===== src/rtl/seg_bin2bcd.sv =====
// seg_bin2bcd: 32-bit unsigned binary to 8-digit display word using iterative double dabble.
// Latency: start accepted at edge k, 32 shift edges follow, and the result plus o_done are registered at edge k+33.
// Backpressure: none; i_start is only sampled in IDLE and is otherwise dropped (no queueing).
// Build option: SEG_BIN2BCD_LZB_EN selects an active-low segment output with leading-zero blanking.
module seg_bin2bcd (
    input  logic        clk,
    input  logic        rstn,
    input  logic        i_start,
    input  logic [31:0] i_bin,
    output logic        o_busy,
    output logic        o_done,
    output logic        o_ovf,
    output logic [63:0] o_data,
    output logic        o_mode
);

    typedef enum logic [1:0] {IDLE, SHIFT, DONE} state_t;

`ifdef SEG_BIN2BCD_LZB_EN
    localparam logic        MODE     = 1'b1;
    localparam logic [63:0] RST_WORD = 64'hFFFF_FFFF_FFFF_FFC0;

    // Active-low segment pattern for one decimal digit.
    function automatic logic [7:0] seg_enc(input logic [3:0] d);
        case (d)
            4'd0:    seg_enc = 8'hC0;
            4'd1:    seg_enc = 8'hF9;
            4'd2:    seg_enc = 8'hA4;
            4'd3:    seg_enc = 8'hB0;
            4'd4:    seg_enc = 8'h99;
            4'd5:    seg_enc = 8'h92;
            4'd6:    seg_enc = 8'h82;
            4'd7:    seg_enc = 8'hF8;
            4'd8:    seg_enc = 8'h80;
            4'd9:    seg_enc = 8'h90;
            default: seg_enc = 8'hFF;
        endcase
    endfunction
`else
    localparam logic        MODE     = 1'b0;
    localparam logic [63:0] RST_WORD = 64'h0;
`endif

    state_t      state;
    state_t      state_nxt;
    logic [31:0] bin_sr;
    logic [39:0] bcd;
    logic [4:0]  cnt;
    logic [35:0] bcd_adj;
    logic [39:0] bcd_shift;
    logic [63:0] result;

    assign o_mode = MODE;

    // State register.
    always_ff @(posedge clk or negedge rstn) begin
        if (!rstn) state <= IDLE;
        else       state <= state_nxt;
    end

    // Next-state logic: 32 shift edges, then a single result cycle.
    always_comb begin
        state_nxt = state;
        case (state)
            IDLE:    if (i_start) state_nxt = SHIFT;
            SHIFT:   if (cnt == 5'd31) state_nxt = DONE;
            DONE:    state_nxt = IDLE;
            default: state_nxt = IDLE;
        endcase
    end

    // Add-3 correction on digits 0..8, then the 1-bit left shift of {bcd, bin}.
    // Digit 9 never exceeds 4 for a 32-bit input, so it needs no correction.
    always_comb begin
        bcd_adj = '0;
        for (int i = 0; i < 9; i++) begin
            if (bcd[4*i +: 4] >= 4'd5) bcd_adj[4*i +: 4] = bcd[4*i +: 4] + 4'd3;
            else                       bcd_adj[4*i +: 4] = bcd[4*i +: 4];
        end
        bcd_shift = {bcd[38:36], bcd_adj, bin_sr[31]};
    end

    // Conversion datapath: load on accepted start, iterate while in SHIFT.
    always_ff @(posedge clk or negedge rstn) begin
        if (!rstn) begin
            bin_sr <= '0;
            bcd    <= '0;
            cnt    <= '0;
        end else begin
            case (state)
                IDLE: begin
                    if (i_start) begin
                        bin_sr <= i_bin;
                        bcd    <= '0;
                        cnt    <= '0;
                    end
                end
                SHIFT: begin
                    bcd    <= bcd_shift;
                    bin_sr <= {bin_sr[30:0], 1'b0};
                    cnt    <= cnt + 5'd1;
                end
                default: ;
            endcase
        end
    end

`ifdef SEG_BIN2BCD_LZB_EN
    // Segment encoding of the low eight digits, blanking zeros above the top nonzero digit.
    always_comb begin
        logic seen;
        seen   = 1'b0;
        result = '1;
        for (int i = 7; i >= 0; i--) begin
            if (bcd[4*i +: 4] != 4'd0) seen = 1'b1;
            if (seen || i == 0) result[8*i +: 8] = seg_enc(bcd[4*i +: 4]);
        end
    end
`else
    // Plain BCD: digit 0 in the low nibble, upper word unused.
    always_comb begin
        result = {32'h0, bcd[31:0]};
    end
`endif

    // Registered handshake and result outputs; o_data/o_ovf hold until the next result.
    always_ff @(posedge clk or negedge rstn) begin
        if (!rstn) begin
            o_busy <= 1'b0;
            o_done <= 1'b0;
            o_ovf  <= 1'b0;
            o_data <= RST_WORD;
        end else begin
            o_done <= 1'b0;
            case (state)
                IDLE:  if (i_start) o_busy <= 1'b1;
                DONE: begin
                    o_data <= result;
                    o_ovf  <= (bcd[39:32] != 8'h0);
                    o_done <= 1'b1;
                    o_busy <= 1'b0;
                end
                default: ;
            endcase
        end
    end

endmodule


===== config.mk =====
export PLATFORM = sky130hd
export DESIGN_NAME = seg_bin2bcd
export DESIGN_NICKNAME = d
export VERILOG_FILES = /design/src/rtl/seg_bin2bcd.sv
export SDC_FILE = /design/constraint.sdc
export NUM_CORES = 1
export LEC_CHECK = 0
export CORE_MARGIN = 4
export CORE_UTILIZATION = 52
export CTS_CLUSTER_DIAMETER = 30
export DETAILED_ROUTE_END_ITERATION = 16
export HOLD_SLACK_MARGIN = 0.12
export PLACE_DENSITY = 0.82
export SYNTH_ARGS = -nofsm -noshare
export SYNTH_HDL_FRONTEND = slang
export SYNTH_SLANG_ARGS = --single-unit
export TNS_END_PERCENT = 30

===== constraint.sdc =====
create_clock -name clk -period 2.3 [get_ports clk]
set_clock_uncertainty 0.1 [all_clocks]
set_input_delay 0.46 -clock clk [delete_from_list [all_inputs] [get_ports clk]]
set_output_delay 0.46 -clock clk [all_outputs]
set_load 0.03 [all_outputs]

# After elaboration in Yosys (flattened, before gate mapping)

Cells that the tools add are included.

Register bits after elaboration: 114
Output and inout bits: 68
Logic and storage cells: 60

$add $sub $neg: 10
$lt $le $gt $ge: 9
Eq/ne operators: 5
Multiplexer cells: 21
Reduce and logical (&&, ||, !) cells: 7

Operators by type and width:

| cell                                                                  | number |
|---|---|
| 40-bit case mux with 2 select lines                                   | 1 |
| 32-bit case mux with 2 select lines                                   | 1 |
| 40-bit 2-to-1 mux                                                     | 1 |
| 4-bit by 2-bit adder with 4-bit output, second input constant         | 9 |
| 4-bit by 3-bit >= comparator with 1-bit output, second input constant | 9 |
| 4-bit 2-to-1 mux                                                      | 9 |
| 32-bit 2-to-1 mux                                                     | 1 |
| 5-bit case mux with 2 select lines                                    | 1 |
| 8-bit nonzero test                                                    | 1 |
| 2-bit AND reduction                                                   | 3 |
| 5-bit by 1-bit adder with 5-bit output, second input constant         | 1 |
| 5-bit equality test, second input constant                            | 1 |
| 5-bit 2-to-1 mux                                                      | 1 |
| 2-bit 2-to-1 mux                                                      | 2 |
| 2-bit != test, second input constant                                  | 2 |
| 2-bit case mux with 2 select lines                                    | 1 |
| 2-bit nonzero test                                                    | 2 |
| 2-bit by 1-bit equality test with 1-bit output, second input constant | 1 |
| 2-bit equality test, second input constant                            | 1 |
| 2-bit logical NOT                                                     | 1 |
| 1-bit 2-to-1 mux                                                      | 2 |
| 1-bit case mux with 2 select lines                                    | 1 |

# Depth between registers and ports, before layout

Gate-level depths: netlist of the first run.

Depth after elaboration: 3
Depth in mapped cells: 6
Gate-level depth less buffers: 6

# Worst setup path before layout of the first run

Ideal clock, no wire load.

Kind: input-to-reg
From: in i_start
To: reg bcd[35]
Setup time: 122 ps
Arrival time: 1,415 ps
Required time: 2,078 ps
Setup slack: 663 ps
Stages: 6
Buffers on the path: 2
Cells stage by stage: or3b_1 -> buf_4 -> nand2_8 -> buf_6 -> o31ai_1 -> a32o_1

Word-level cells in the longest chain between the ends: 2

RTL lines:

| element                       | RTL line | text |
|---|---|---|
| start: declaration            | 8        | `input logic i_start,` |
| 2-bit != test (no line)       | --       |  |
| 2-bit AND reduction (no line) | --       |  |
| end signal: assignment        | 99       | `bcd <= bcd_shift;` |
| end: declaration              | 47       | `logic [39:0] bcd;` |

No other way between the ends.
A chain may end at the register's enable or synchronous reset.

# Worst setup path in the final report of the first run

From: reg o_data[28]
To: out o_data[28]

RTL lines:

| element                  | RTL line | text |
|---|---|---|
| start: declaration       | 13       | `output logic [63:0] o_data,` |
| start signal: assignment | 138      | `o_data <= result;` |

No word-level cell between the ends.

==> impl_metrics.yaml, run 1 <==
outcome:
  outcome: "completed"
floorplan:
  die_x_um: 109
  io_pins: 103
  die_h_um: 109
  coreArea_um2: 9910
  dieArea_um2: 12000
  initial_core_util_pct: 53.9
  rows: 36
worst_setup_path:
  cp_top_family: "buffers and inverters"
  arrival_ps: 1570
  worstSetupEndpointType: "output port"
  required_ps: 1740
  cp_cell_sequence: "clkdlybuf4s50_1"
  critPathKind: "flop to output port"
  start_kind: "flop"
  cp_num_buf_inv: 1
  cpPeakStageDelay_ps: 680
  cp_max_fo: 2
  crit_slowest_cell: "clkdlybuf4s50_1"
logic_synthesis:
  synth_area_leaders: "dfrtp_1 53%, ha_1 4.9%, mux2_2 4.8%"
  synthArstFlopShare_pct: 100
  ys_seq_area_share_pct: 53.4
  synthFlopType: "dfrtp_1"
  synthDistinctLibCells: 35
  synth-seq-cells: 114
  yosysTopAreaCellShare_pct: 53.4
  yosys.area.top_type: "dfrtp_1"
  synth_cells: 508
  synth_edf_count: 0
  avgSynthCellArea_um2: 10.5
  yosys_warnings: 0
  synth_area_um2: 5340
cells_and_area:
  n_antenna_cell: 0
  final_common_cell: "dfrtp_1"
  final_area_um2: 6710
  area_growth_pct: 25.6
  final_layout_size_suffix_gt1_share_pct: 11.5
  mostFrequentLayoutCells: "114 x dfrtp_1, 68 x clkdlybuf4s50_1, 64 x nand2_1"
  fin_cells: 726
  nets: 636
placed_design:
  dpl_cell_area_um2: 6070
  gp_congestion: 0.807
  pre_cts_ws_ps: -93.2
  dp.cells: 693
  dpl.hpwl_mm: 7.30
  portBuffers: 69
sta:
  period_needed_ps: 2130
  setup_ws_ps: 168
  setup_violations: 0
  rsz0062_at_grt: "false"
  final_hold_viol_count: 0
  relSlewSlack_pct: 31.5
  drv_slew: 0
  worst_slew_pin_slew_ps: 1030
  post-route-period-util_pct: 92.7
  hold-worst-slack_ps: 312
  fmaxAchievable_mhz: 469
clock_network:
  cts.sink_count: 114
  post_cts_resized: 0
  h-tree-depth: 4
  clkTransAtPathRegs_ps: 60
  cts_tree: "done"
  clockBufferDepth: 2
  cts_made_buffers: 17
  cts_root_buf: "clkbuf_8"
  clock_latency_ps: 510
route:
  vias: 3898
  remaining_drc_errors: 0
  postRouteAntennaNets: 0
  drt_wl_total_mm: 11.0
  viasPerCell: 5.37
  first_pass_iters: 5
  wl_per_cell_um: 15.1
  drt_iter0_markers: 216
global_routing:
  grt_pass1_wl_mm: 18.7
  antenna_found_initial: 0
  grt_pass1_vias: 3931
  overflow: 0
  grt_max_degree: 46
  grt_usage_pct: 19.8
flow_run:
  maxCapViolations: 0
pwr:
  p_leak_nw: 3.04
  power_density_nw_per_um2: 1440
  p_total_mw: 9.63
  ir_drop_mv: 0.863
min_path:
  min_path_type: "input port to asynchronous set/reset pin"
==> repair_timing <==
action                    in CTS  in global routing
buffers inserted               0                  0
hold buffers                   1                  0
hold endpoints to repair      27                  0
==> power breakdown <==
group / switching, mW / total (mW) / internal (mW)
logic: 2.01 / 3.54 / 1.53
clock network: 0.891 / 2.81 / 1.92
registers: 0.537 / 3.28 / 2.75
total: 3.44 / 9.63 / 6.20
==> stage by stage <==
stage                     TNS (ps)  util [%]
after floorplan                  0         -
final                            0      67.7
after global placement       -69.3      61.2
after CTS                        0      67.7
after detailed placement      -117      61.2
after global routing             0      67.7
==> path summary, 6_finish.rpt <==
check / slack [ps] / depth (start not counted) / end / start
worst max-delay path: 170 / 1 / o_data[28] / o_data[28]
worst min-delay path: 310 / 2 / o_data[20] / rstn
worst max register to register: 320 / 4 / cnt[2] / state[0]
worst min register to register: 370 / 1 / o_ovf / o_ovf
max in group asynchronous: 1220 / 3 / bin_sr[28] / rstn
min in group clk: 370 / 1 / o_ovf / o_ovf
==> sequential cells by signal, summed over array words and instances, names as in the netlist <==
signal  cells
bin_sr     32
cnt         5
state       2
bcd        40
o_done      1
o_busy      1
o_ovf       1
o_data     32
==> layer usage <==
| metal | global-route usage [%] | part of all wire (%) | vias up |
|---|---|---|---|
| li1 | - | - | 1846 |
| met1 | 25.8 | 44 | 1920 |
| met3 | 4.64 | 6.0 | 16 |
| met5 | 0 | 0 | - |
| met4 | 5.97 | 1.2 | 0 |
| met2 | 33.0 | 49 | 116 |
==> final cells by class <==
cell class / count / area [um^2]
Tap cell: 133 / 166
Inverter: 20 / 75.1
Clock inverter: 10 / 180
Sequential cell: 114 / 2850
Clock buffer: 22 / 453
Timing Repair Buffer: 80 / 811
Fill cell: 761 / 3200
Multi-Input combinational cell: 347 / 2170
==> Yosys cell counts (all sizes together) (10+ instances only) <==
master  count
o21ai      37
nand2b     10
nor2       42
buf        49
o22ai      28
dfrtp     114
a22oi      12
o31ai      11
a21oi      10
clkbuf     10
mux2       23
inv        20
ha         21
nand2      65
==> cells by family (layout without fill, tap and decap cells) <==
group,count (synthesis),after routing,share of synthesized area (%)
and+or+nand+nor,131,131,10.6
xor gates and xnor gates,18,18,2.95
DFF,114,114,53.4
other,1,33,0.0702
adders and majority gates,21,21,4.92
muxes,25,25,5.22
buffers and inverters,79,132,8.34
AOI/OAI and AO/OA,119,119,14.5
No activity file was read; power rests on OpenSTA's default activity.
==> run 2, diff against run 1 <==
CORE_MARGIN = 2   (was 4)
==> impl_metrics.yaml, run 2 (same netlist as run 1, synthesis figures left out) <==
clock_network:
  cts_root_buf: "clkbuf_8"
  post_cts_buffers: 0
  clkTransAtPathRegs_ps: 60
  cts_tree: "done"
  hold_buffers: 1
  post_cts_resized: 0
  h-tree-depth: 4
  cts_made_buffers: 17
  clockBufferDepth: 2
  clock_latency_ps: 520
  cts.sink_count: 114
sta:
  setup_ws_ps: 151
  drv_slew: 0
  setup_violations: 0
  final_hold_viol_count: 0
  rsz0062_at_grt: "false"
  fmaxAchievable_mhz: 465
  worst_slew_pin_slew_ps: 711
  period_needed_ps: 2150
  relSlewSlack_pct: 52.4
  fin_setup_tns_ps: 0
  hold-worst-slack_ps: 352
  post-route-period-util_pct: 93.4
cells_and_area:
  nFillCells: 772
  largest_reg_flops: 40
  nets: 640
  fin_cells: 733
  n_antenna_cell: 0
  regMostFlops: "bcd"
  final_area_um2: 6740
  largestRegisters: "bcd: 40 flops, bin_sr: 32 flops, o_data: 32 flops"
  fin_util_pct: 66.5
  final_layout_size_suffix_gt1_share_pct: 12.4
  mostFrequentLayoutCells: "114 x dfrtp_1, 68 x clkdlybuf4s50_1, 64 x nand2_1"
  final_common_cell: "dfrtp_1"
  area_growth_pct: 26.2
floorplan:
  initial_core_util_pct: 52.7
  dieArea_um2: 11100
  rows: 37
  coreArea_um2: 10100
  io_pins: 103
  die_h_um: 105
  die_x_um: 105
worst_setup_path:
  arrival_ps: 1590
  critPathKind: "flop to output port"
  cp_cell_sequence: "clkdlybuf4s50_1"
  required_ps: 1740
  r2r_slack_ps: 410
  worstSetupEndpointType: "output port"
  cp_max_fo: 2
  cp_num_buf_inv: 1
  cpPeakStageDelay_ps: 690
  cp_top_family: "buffers and inverters"
  start_kind: "flop"
  crit_slowest_cell: "clkdlybuf4s50_1"
global_routing:
  antenna_found_initial: 0
  overflow: 0
  grt_pass1_vias: 3802
  grt_pass1_wl_mm: 18.5
  grt_max_degree: 49
  grt_usage_pct: 21.3
route:
  remaining_drc_errors: 0
  drt_wl_total_mm: 10.8
  vias: 3803
  first_pass_iters: 4
  viasPerCell: 5.19
  drt_iter0_markers: 144
  postRouteAntennaNets: 0
  wl_per_cell_um: 14.7
pwr:
  p_total_mw: 9.61
  seq_power_share_pct: 34.0
  p_sw_mw: 3.51
  p_comb_share_pct: 37.1
  clockPowerShare_pct: 28.8
  power_switching_share_pct: 36.6
  power_density_nw_per_um2: 1430
  internal_power_mw: 6.10
  p_leak_nw: 3.05
  ir_drop_mv: 0.769
min_path:
  min_path_type: "input port to asynchronous set/reset pin"
outcome:
  outcome: "completed"
placed_design:
  portBuffers: 69
  gp_congestion: 0.771
  dp.cells: 700
  pre_cts_ws_ps: 65.9
  dpl_cell_area_um2: 6100
  dpl.hpwl_mm: 7.19
flow_run:
  maxCapViolations: 0
run 2: changes by cell type in the layout (fill, tap and decap cells not counted):
cell | before | now
nor2_2 | 1 | 0
clkinv_2 | 3 | 0
clkbuf_8 | 3 | 2
clkinv_4 | 0 | 4
bufinv_16 | 5 | 4
nor2_1 | 41 | 42
inv_6 | 0 | 3
clkbuf_1 | 3 | 0
clkinvlp_4 | 2 | 3
buf_4 | 8 | 12
run 2: power by group through the flow:
stage / sequential [mW] / combinational [mW] / clock (mW)
final: 3.27 / 3.57 / 2.77
after global routing: 3.38 / 4.01 / 2.92
after CTS: 3.28 / 3.59 / 2.81
after detailed placement: 3.29 / 3.54 / 0
after global placement: 3.26 / 3.33 / 0
after floorplan: 3.26 / 2.66 / 0
run 2: area by class of cell:
cell class	count	area [um^2]	share of cell area [%]
flip-flops and latches	114	2850	42.3
multi-input cells	347	2170	32.2
repair buffers	84	841	12.5
clock buffers	18	428	6.35
clock inverters	14	204	3.03
well taps	136	170	2.52
inverters	20	75.1	1.11
run 2: routing by layer:
layer  wire [um]  part of all wire, %  vias up  GRT usage (%)
li1            -                    -     1855              -
met1        4880                   45     1829           28.0
met2        5240                   49      105           33.5
met3         541                  5.0       14           6.62
met4         125                  1.2        0           7.43
met5           0                    0        -              0
run 2: final timing paths:
kind | start | cells after the start | to
max in group asynchronous | rstn | 3 | bin_sr[31]
min in group clk | bin_sr[28] | 2 | bin_sr[28]
worst min-delay path | rstn | 2 | o_data[20]
worst min register to register | bin_sr[28] | 2 | bin_sr[28]
worst max-delay path | o_data[0] | 1 | o_data[0]
worst max register to register | bcd[16] | 6 | bcd[18]
run 2: worst reg2reg max path, cell delays in order (launching register included):
cell,delay (ps)
dfrtp_1,390
inv_1,140
ha_1,230
nand2b_1,70
a21oi_1,310
mux2_2,380
o21ai_0,180
==> run 3, diff against run 2 <==
CTS_CLUSTER_DIAMETER = not set   (was 30)
==> results of run 3 <==
Final layout, timing and power as in run 2 (identical DEF).
